## config.mk

```make
export PLATFORM = sky130hd
export DESIGN_NAME = mem_access_unit
export DESIGN_NICKNAME = d
export VERILOG_FILES = /design/src/rtl/mem_access_unit.sv
export SDC_FILE = /design/constraint.sdc
export NUM_CORES = 1
export LEC_CHECK = 0
export BUFFER_PORTS_ARGS = -buffer_cell sky130_fd_sc_hd__buf_2
export CORE_MARGIN = 1.5
export CORE_UTILIZATION = 55
export CTS_BUF_LIST = sky130_fd_sc_hd__clkbuf_16
export CTS_CLUSTER_DIAMETER = 60
export DETAILED_ROUTE_END_ITERATION = 10
export GPL_TIMING_DRIVEN = 1
export PLACE_DENSITY = 0.87
export SLEW_MARGIN = 20
export SYNTH_ARGS = -nofsm -noshare
export SYNTH_HDL_FRONTEND = slang
export SYNTH_SLANG_ARGS = --single-unit
```

## constraint.sdc

```tcl
create_clock -name clock -period 5 [get_ports clock]
set_clock_uncertainty 0.1 [all_clocks]
set_input_delay 0.75 -clock clock [delete_from_list [all_inputs] [get_ports clock]]
set_output_delay 0.75 -clock clock [all_outputs]
set_load 0.005 [all_outputs]
```

## src/rtl/mem_access_unit.sv

```systemverilog
// MEM stage: issues aligned loads/stores, waits for ack, and formats load data for writeback.
// Define MEM_ACCESS_TIMEOUT_EN to enable the ack watchdog (ABORT state, bus_error_o).
module mem_access_unit #(
    parameter int NB_DATA        = 32,
    parameter int N_REG_ADDR     = 5,
    parameter int TIMEOUT_CYCLES = 255
) (
    input  logic                  clock,
    input  logic                  reset,
    input  logic                  valid_i,
    input  logic [5:0]            mem_signals_i,
    input  logic [2:0]            wb_signals_i,
    input  logic [NB_DATA-1:0]    alu_result_i,
    input  logic [NB_DATA-1:0]    store_data_i,
    input  logic [N_REG_ADDR-1:0] rd_i,
    output logic                  mem_req_o,
    output logic                  mem_we_o,
    output logic [NB_DATA-1:0]    mem_addr_o,
    output logic [3:0]            mem_be_o,
    output logic [NB_DATA-1:0]    mem_wdata_o,
    input  logic [NB_DATA-1:0]    mem_rdata_i,
    input  logic                  mem_ack_i,
    output logic                  stall_o,
    output logic                  wb_valid_o,
    output logic [2:0]            wb_signals_o,
    output logic [NB_DATA-1:0]    wb_data_o,
    output logic [NB_DATA-1:0]    alu_result_o,
    output logic [N_REG_ADDR-1:0] rd_o,
    output logic                  misalign_o,
    output logic                  bus_error_o
);

`ifdef MEM_ACCESS_TIMEOUT_EN
    typedef enum logic [1:0] {IDLE = 2'd0, ACCESS = 2'd1, ABORT = 2'd2} state_t;
    localparam logic [7:0] TIMEOUT_LAST = 8'(TIMEOUT_CYCLES - 1);
    logic [7:0] wait_cnt;
`else
    typedef enum logic [1:0] {IDLE = 2'd0, ACCESS = 2'd1} state_t;
`endif

    state_t state;

    logic                  is_read, is_write, is_mem, size_ok, misalign, start;
    logic [2:0]            size;
    logic [3:0]            be_next;
    logic [NB_DATA-1:0]    wdata_next;
    logic [NB_DATA-1:0]    shifted, load_data;

    // Pending instruction captured when an access starts.
    logic                  p_sign, p_read;
    logic [2:0]            p_size;
    logic [1:0]            p_off;
    logic [NB_DATA-1:0]    p_alu;
    logic [2:0]            p_wb;
    logic [N_REG_ADDR-1:0] p_rd;

    always_comb begin
        is_read  = mem_signals_i[4];
        is_write = mem_signals_i[3];
        size     = mem_signals_i[2:0];
        is_mem   = is_read | is_write;
        size_ok  = (size == 3'b001) || (size == 3'b010) || (size == 3'b100);
        misalign = is_mem && ((is_read && is_write) || !size_ok ||
                              (size[1] && alu_result_i[0]) ||
                              (size[2] && (alu_result_i[1:0] != 2'b00)));
        start    = (state == IDLE) && valid_i && is_mem && !misalign;
        stall_o  = start || ((state == ACCESS) && !mem_ack_i);
    end

    // Little-endian lane placement: enables select the lanes, data is replicated across all.
    always_comb begin
        be_next    = 4'b1111;
        wdata_next = store_data_i;
        if (size[0]) begin
            be_next    = 4'b0001 << alu_result_i[1:0];
            wdata_next = {(NB_DATA/8){store_data_i[7:0]}};
        end else if (size[1]) begin
            be_next    = alu_result_i[1] ? 4'b1100 : 4'b0011;
            wdata_next = {(NB_DATA/16){store_data_i[15:0]}};
        end
    end

    always_comb begin
        shifted   = mem_rdata_i >> {p_off, 3'b000};
        load_data = shifted;
        if (p_size[0])
            load_data = {{(NB_DATA-8){p_sign & shifted[7]}}, shifted[7:0]};
        else if (p_size[1])
            load_data = {{(NB_DATA-16){p_sign & shifted[15]}}, shifted[15:0]};
    end

    always_ff @(posedge clock) begin
        if (reset) begin
            state        <= IDLE;
            mem_req_o    <= 1'b0;
            mem_we_o     <= 1'b0;
            mem_addr_o   <= '0;
            mem_be_o     <= '0;
            mem_wdata_o  <= '0;
            wb_valid_o   <= 1'b0;
            wb_signals_o <= '0;
            wb_data_o    <= '0;
            alu_result_o <= '0;
            rd_o         <= '0;
            misalign_o   <= 1'b0;
            bus_error_o  <= 1'b0;
            p_sign       <= 1'b0;
            p_read       <= 1'b0;
            p_size       <= '0;
            p_off        <= '0;
            p_alu        <= '0;
            p_wb         <= '0;
            p_rd         <= '0;
`ifdef MEM_ACCESS_TIMEOUT_EN
            wait_cnt     <= '0;
`endif
        end else begin
            wb_valid_o  <= 1'b0;
            misalign_o  <= 1'b0;
            bus_error_o <= 1'b0;
            case (state)
                IDLE: begin
                    if (start) begin
                        state       <= ACCESS;
                        mem_req_o   <= 1'b1;
                        mem_we_o    <= is_write;
                        mem_addr_o  <= {alu_result_i[NB_DATA-1:2], 2'b00};
                        mem_be_o    <= be_next;
                        mem_wdata_o <= wdata_next;
                        p_sign      <= mem_signals_i[5];
                        p_read      <= is_read;
                        p_size      <= size;
                        p_off       <= alu_result_i[1:0];
                        p_alu       <= alu_result_i;
                        p_wb        <= wb_signals_i;
                        p_rd        <= rd_i;
`ifdef MEM_ACCESS_TIMEOUT_EN
                        wait_cnt    <= '0;
`endif
                    end else if (valid_i) begin
                        // Non-memory or rejected memory op: emit the slot directly.
                        wb_valid_o   <= 1'b1;
                        wb_signals_o <= {wb_signals_i[2] & ~misalign, wb_signals_i[1:0]};
                        wb_data_o    <= alu_result_i;
                        alu_result_o <= alu_result_i;
                        rd_o         <= rd_i;
                        misalign_o   <= misalign;
                    end
                end
                ACCESS: begin
                    if (mem_ack_i) begin
                        state        <= IDLE;
                        mem_req_o    <= 1'b0;
                        mem_we_o     <= 1'b0;
                        wb_valid_o   <= 1'b1;
                        wb_signals_o <= p_wb;
                        wb_data_o    <= p_read ? load_data : p_alu;
                        alu_result_o <= p_alu;
                        rd_o         <= p_rd;
                    end
`ifdef MEM_ACCESS_TIMEOUT_EN
                    else if (wait_cnt == TIMEOUT_LAST) begin
                        state        <= ABORT;
                        mem_req_o    <= 1'b0;
                        mem_we_o     <= 1'b0;
                        bus_error_o  <= 1'b1;
                        wb_valid_o   <= 1'b1;
                        wb_signals_o <= {1'b0, p_wb[1:0]};
                        wb_data_o    <= p_alu;
                        alu_result_o <= p_alu;
                        rd_o         <= p_rd;
                    end else begin
                        wait_cnt <= wait_cnt + 8'd1;
                    end
                end
                ABORT: begin
                    state <= IDLE;
                end
`else
                end
`endif
                default: state <= IDLE;
            endcase
        end
    end

endmodule
```

==> impl_metrics.tcl, run 1 <==
set metrics [dict create \
    status "completed" \
    syn_to_final_growth_pct 20.8 \
    multi_input_area_um2 3810 \
    min_to "wb_data_o[3]$_SDFFE_PP0P_" \
    setup_tns_ns 0 \
    crit_fanout 39 \
    synth_edf_count 0 \
    slowest_delay_ns 0.95 \
    intPower_uw 2260 \
    fmax_ghz 0.265 \
    grt_max_degree 98 \
    die_height_um 120 \
    stdcell_area_um2 9140 \
    crit_path_end_kind "output port" \
    layout_min_cycle_time_ns 3.78 \
    grt_use_total 0.313 \
    ios 260 \
    avgSynthCellArea_um2 8.07 \
    drt-initial-drc-count 717 \
    synth_most_common_cell "nand2_1" \
    critPathKind "reg -> out" \
    seq_area_um2 3120 \
    core_um2 13300 \
    yosys_warnings 0 \
    synthArstFlopShare 0 \
    p_per_area_nw_per_um2 333 \
    cts_setup_buffers 0 \
    wl_um 23200 \
    cts.sinks 156 \
    combPwrFrac 0.142 \
    r2r-end "wb_data_o[30]$_SDFFE_PP0P_" \
    r2r-start "mem_req_o$_SDFFE_PP0P_" \
    grt_pass1_vias 7115 \
    crit_required_ns 4.15 \
    start_util 0.567 \
    numCtsBuffers 17 \
    synth_ff_type "dfxtp_1" \
    ys_types 46 \
    drc 0 \
    grt_pass1_wl_um 35900 \
    p_switching_uw 782 \
    ys_top_cells_by_count "nand2_1, dfxtp_1, a21oi_1, nor2_1, clkbuf_1" \
    ys_seq_area_frac 0.413 \
    routedWlPerCell_um 17.9 \
    grt_overflow 0 \
    switching_share 0.257 \
    ctsResizeCount 0 \
    min_period_over_period 0.755 \
    root_buffer "clkbuf_16" \
    port_buffers 256 \
    cts_max_level 4 \
    hold_path_depth 2 \
    nNetsFinal 1220 \
    hold_slack_ns 0.348 \
    placed_area_um2 8580 \
    clk_latency_ns 0.42 \
    dr.pass1.iters 6 \
    finalSetupViolCount 0 \
    path_clk_slew_ns 0.06 \
    n_antenna_cell 0 \
    hold_class "reg -> reg" \
    p_seq_frac 0.449 \
    finalHoldViolations 0 \
    place_hpwl_um 16200 \
    synth_cells 937 \
    min_from "wb_data_o[3]$_SDFFE_PP0P_" \
    vias_per_cell 5.89 \
    rsz0062_at_grt "no" \
    ant_nets 0 \
    slew_viol_final 0 \
    slowest_stage "dfxtp_2" \
    drive_above_1_share 0.286 \
    tightest_slew_ns 1.18 \
    yosys.area.top_type_share 0.413 \
    dieWidth_um 120 \
    syn_area_um2 7570 \
    slew_headroom 0.209 \
    clkPwrFrac 0.410 \
    rows 42 \
    reg2reg_slack_ns 1.38 \
    gp_congestion 0.850 \
    crit_path_start_kind "register" \
    dieArea_um2 14500 \
    reg2reg_depth 4 \
    leakage_uw 0.00386 \
    synth.area.top_cells "dfxtp_1, nand2_1, a21oi_1, a311oi_1, mux2i_1" \
    synth_top_area_cell "dfxtp_1" \
    ys_ff_latch 156 \
    finish.utilization 0.685 \
    cts_tree "done" \
    num-fill-cells 1095 \
    irDropWorstVdd_v 0.000200 \
    path_cells "clkinv_1 -> buf_4 -> o21ai_1 -> buf_2" \
    cp.arrival_ns 2.93 \
    hold_buffers 0 \
    via_count 7619 \
    antenna_found_initial 1 \
    cap_violations 0 \
    ctsLongestPathBuffers 2 \
]
metrics by stage:
stage                     setup slack [ns]  total power (uW)  cells
after floorplan                       2.19              1630    939
after global placement                1.43              1810   1263
after detailed placement              1.37              1820   1263
after CTS                             1.22              3050   1293
after global routing                  1.08              3160   1293
final                                 1.22              3040   1293
registers in the layout (all words and copies together) (netlist names), 3 cells and up:
name and flops:
alu_result_o 32, mem_be_o 4, mem_wdata_o 32, p_alu 31, p_rd 5, p_wb 3
rd_o 5, wb_data_o 32, wb_signals_o 3
worst max-delay path by stage:
stage,start,endpoint,slack (ns),cells past startpoint
final,mem_req_o$_SDFFE_PP0P_,stall_o,1.22,4
after global routing,mem_req_o$_SDFFE_PP0P_,stall_o,1.08,4
after CTS,mem_req_o$_SDFFE_PP0P_,stall_o,1.22,4
after detailed placement,mem_signals_i[0],stall_o,1.37,6
after global placement,mem_signals_i[0],stall_o,1.43,6
after floorplan,alu_result_i[1],stall_o,2.19,6
critical path, delay by kind of cell, from the launching register on:
kind / cells / cell delay, ns
flip-flops: 1 / 0.95
buffers and inverters: 3 / 1.35
AO/OA/AOI/OAI: 1 / 0.18
cells in the final DEF, fill, tap and decap left out, types with 17 or more instances in the layout:
cell type,count
clkbuf_16,17
o211ai_1,25
nand2_1,194
o21ai_0,30
a211oi_1,28
mux2i_1,38
a21oi_1,84
a311oi_1,45
buf_2,255
nor2_1,85
dfxtp_1,155
metal layers:
metal	up-vias	GRT usage	wire length (um)
met5	-	0	13
met4	2	0.109	548
met3	53	0.0835	2030
met2	388	0.541	11300
met1	3546	0.376	9290
li1	3630	-	-
kinds of logic (layout without fill, tap and decap cells):
kind of cell | Yosys count | count (layout) | share of synthesized area
fa+ha+maj | 1 | 1 | 0.00132
xor+xnor | 1 | 1 | 0.00116
mux | 48 | 48 | 0.0652
compound gates | 262 | 262 | 0.238
other cells | 1 | 3 | 0.000496
buf+inv | 126 | 304 | 0.0858
flops | 156 | 156 | 0.413
simple gates | 342 | 342 | 0.196
power groups by stage:
stage,registers (uW),logic [uW],clock network (uW)
4_1_cts,1370,430,1250
5_1_grt,1370,473,1310
6_report,1370,431,1250
3_5_place_dp,1390,428,0
2_1_floorplan,1390,247,0
3_3_place_gp,1390,420,0
final cells by class:
type                       instances  area share
multi-input combinational        657       0.417
sequential                       156       0.342
timing repair buffer             269       0.154
clock buffer                      17      0.0465
tap                              176      0.0241
clock inverter                    13      0.0146
inverter                           5     0.00205
No activity file was read; power rests on OpenSTA's default activity.
==> run 2: changes to the inputs <==
ABC_AREA = 1   (was not set)
CORE_UTILIZATION = 52   (was 55)
PLACE_DENSITY = 0.81   (was 0.87)
clock period = 3.7 ns   (was 5 ns; I/O delays follow)
==> run 2 against run 1 <==
Global-route usage shrank 2.1 points. Largest cell class unchanged. Sequential cell count is the same. Synthesized cell count up 35%. First-iteration DRC count decreased by 23%. Sequential share of layout area decreased by 1.6 points. Non-clock buffer count fell by 1. Sequential power rose by 36%.
==> impl_metrics.tcl, run 2 <==
set metrics [dict create \
    status "completed" \
    p_per_area_nw_per_um2 442 \
    slowest_stage "buf_4" \
    routedWlPerCell_um 14.7 \
    start_util 0.531 \
    ys_types 24 \
    ys_ff_latch 156 \
    wl_um 24000 \
    p_seq_frac 0.441 \
    final_common_cell "nand2_1" \
    synth_top_area_cell "dfxtp_1" \
    rows 45 \
    crit_path_start_kind "register" \
    path_clk_slew_ns 0.07 \
    intPower_uw 2960 \
    syn_to_final_growth_pct 18.8 \
    crit_required_ns 3.94 \
    yosys_warnings 0 \
    highest_layer "met5" \
    slew_headroom 0.361 \
    syn_area_um2 8070 \
    path_cells "buf_4 -> nand2_1 -> nand2_1 -> buf_4 -> nand2_4 -> buf_12 -> nand2_1 -> nand2_1 -> a21oi_1" \
    path_depth 9 \
    ys_seq_area_frac 0.387 \
    dieWidth_um 128 \
    irDropWorstVdd_v 0.000408 \
    route.met2.wl_um 11600 \
    yosys.area.top_type_share 0.387 \
    p_switching_uw 1280 \
    rsz0062_at_grt "no" \
    die_height_um 128 \
    cts_max_level 4 \
    crit_path_frequent_cell "nand2_1" \
    reg2reg_depth 9 \
    cts_tree "done" \
    critPathKind "reg -> reg" \
    dr.pass1.iters 6 \
    hold_buffers 0 \
    synth_edf_count 0 \
    place_hpwl_um 16900 \
    crit_fanout 71 \
    grt_max_degree 90 \
    crit_buf_inv 3 \
    core_um2 15200 \
    grt_use_total 0.293 \
    cp.arrival_ns 3.07 \
    numCtsBuffers 17 \
    hold_path_depth 3 \
    reg_top3 "alu_result_o (32), mem_wdata_o (32), wb_data_o (32)" \
    hold_class "in -> reg" \
    slew_viol_final 0 \
    ys_top_cells_by_count "nand2_1, dfxtp_1, a21oi_1, nor2_1, o21ai_0" \
    layout_min_cycle_time_ns 2.83 \
    ctsLongestPathBuffers 2 \
    drc 0 \
    drt-initial-drc-count 552 \
    path_delay_family "buffers and inverters" \
    ctsResizeCount 0 \
    clkPwrFrac 0.380 \
    drive_above_1_share 0.211 \
    synth_cells 1268 \
    antenna_found_initial 1 \
    ios 260 \
    layout_common_cells "nand2_1, buf_2, dfxtp_1, a21oi_1, nor2_1" \
    grt_overflow 0 \
    finalSetupViolCount 0 \
    gp_congestion 0.879 \
    cts_setup_buffers 0 \
    vias_per_cell 5.22 \
    synth.area.top_cells "dfxtp_1, nand2_1, a21oi_1, o21ai_0, nor2_1" \
    grt_pass1_wl_um 38200 \
    port_buffers 256 \
    finalPower_uw 4240 \
    combPwrFrac 0.178 \
    tightest_slew_ns 0.955 \
    dieArea_um2 16300 \
    grt_pass1_vias 7721 \
    root_buffer "clkbuf_16" \
    synthArstFlopShare 0 \
    route.met3.wl_um 2020 \
    ant_nets 0 \
    slowest_delay_ns 0.59 \
    synth_ff_type "dfxtp_1" \
    crit_path_end_kind "register" \
    via_count 8564 \
    synth_most_common_cell "nand2_1" \
    nNetsFinal 1553 \
    cap_violations 0 \
    avgSynthCellArea_um2 6.36 \
    min_period_over_period 0.764 \
    switching_share 0.302 \
    setup_tns_ns 0 \
    num-fill-cells 1462 \
    drt-met1-wl_um 10000 \
    fmax_ghz 0.354 \
    leakage_uw 0.00488 \
    cts.sinks 156 \
    clk_latency_ns 0.42 \
    finalHoldViolations 0 \
]
run 2: logic make-up after synthesis:
logic type	after synthesis	synth area share
and+or+nand+nor	585	0.287
other	1	0.000465
AOI/OAI and AO/OA	282	0.177
DFF	156	0.387
buffers and inverters	236	0.138
muxes	8	0.00993
run 2: path summary, 6_finish.rpt:
path | startpoint | to | slack [ns]
worst max register to register | mem_req_o$_SDFFE_PP0P_ | wb_data_o[17]$_SDFFE_PP0P_ | 0.87
worst max-delay path | mem_req_o$_SDFFE_PP0P_ | wb_data_o[17]$_SDFFE_PP0P_ | 0.87
worst min-delay path | wb_signals_i[0] | p_wb[0]$_SDFFE_PP0P_ | 0.27
worst min register to register | alu_result_o[0]$_SDFFE_PP0P_ | alu_result_o[0]$_SDFFE_PP0P_ | 0.36
run 2: metal layers:
| metal | track usage | vias to the layer above |
|---|---|---|
| met5 | 0 | - |
| met2 | 0.502 | 357 |
| met1 | 0.361 | 3870 |
| met4 | 0.0742 | 2 |
| met3 | 0.0850 | 32 |
| li1 | - | 4303 |
run 2: power groups by stage:
stage / registers (uW) / logic, uW / clock network [uW]
after global placement: 1900 / 735 / 0
after floorplan: 1910 / 489 / 0
after detailed placement: 1910 / 749 / 0
after global routing: 1880 / 862 / 1710
final: 1870 / 757 / 1610
after CTS: 1870 / 755 / 1620
run 2: tightest hold or removal path: stages:
cell	delay, ns
buf_2	0.09
inv_1	0.05
a21oi_1	0.05
run 2: area by class of cell:
| class | count | area, um2 | share of cell area |
|---|---|---|---|
| multi-input combinational | 878 | 3840 | 0.401 |
| sequential | 156 | 3120 | 0.326 |
| timing repair buffer | 268 | 1400 | 0.146 |
| inverter | 118 | 444 | 0.0463 |
| clock buffer | 17 | 425 | 0.0444 |
| tap | 188 | 235 | 0.0245 |
| clock inverter | 15 | 116 | 0.0121 |
| antenna | 1 | 2.50 | 0.000261 |
run 2: through the flow:
stage	cell area, um2	utilization	cells	worst slack [ns]	hold WS [ns]
2_1_floorplan	8080	-	1270	1.36	0.349
3_3_place_gp	9040	0.595	1608	0.806	0.347
3_5_place_dp	9040	0.595	1608	0.719	0.350
4_1_cts	9580	0.630	1640	0.922	0.266
5_1_grt	9580	0.630	1640	0.613	0.271
6_report	9580	0.630	1641	0.872	0.269
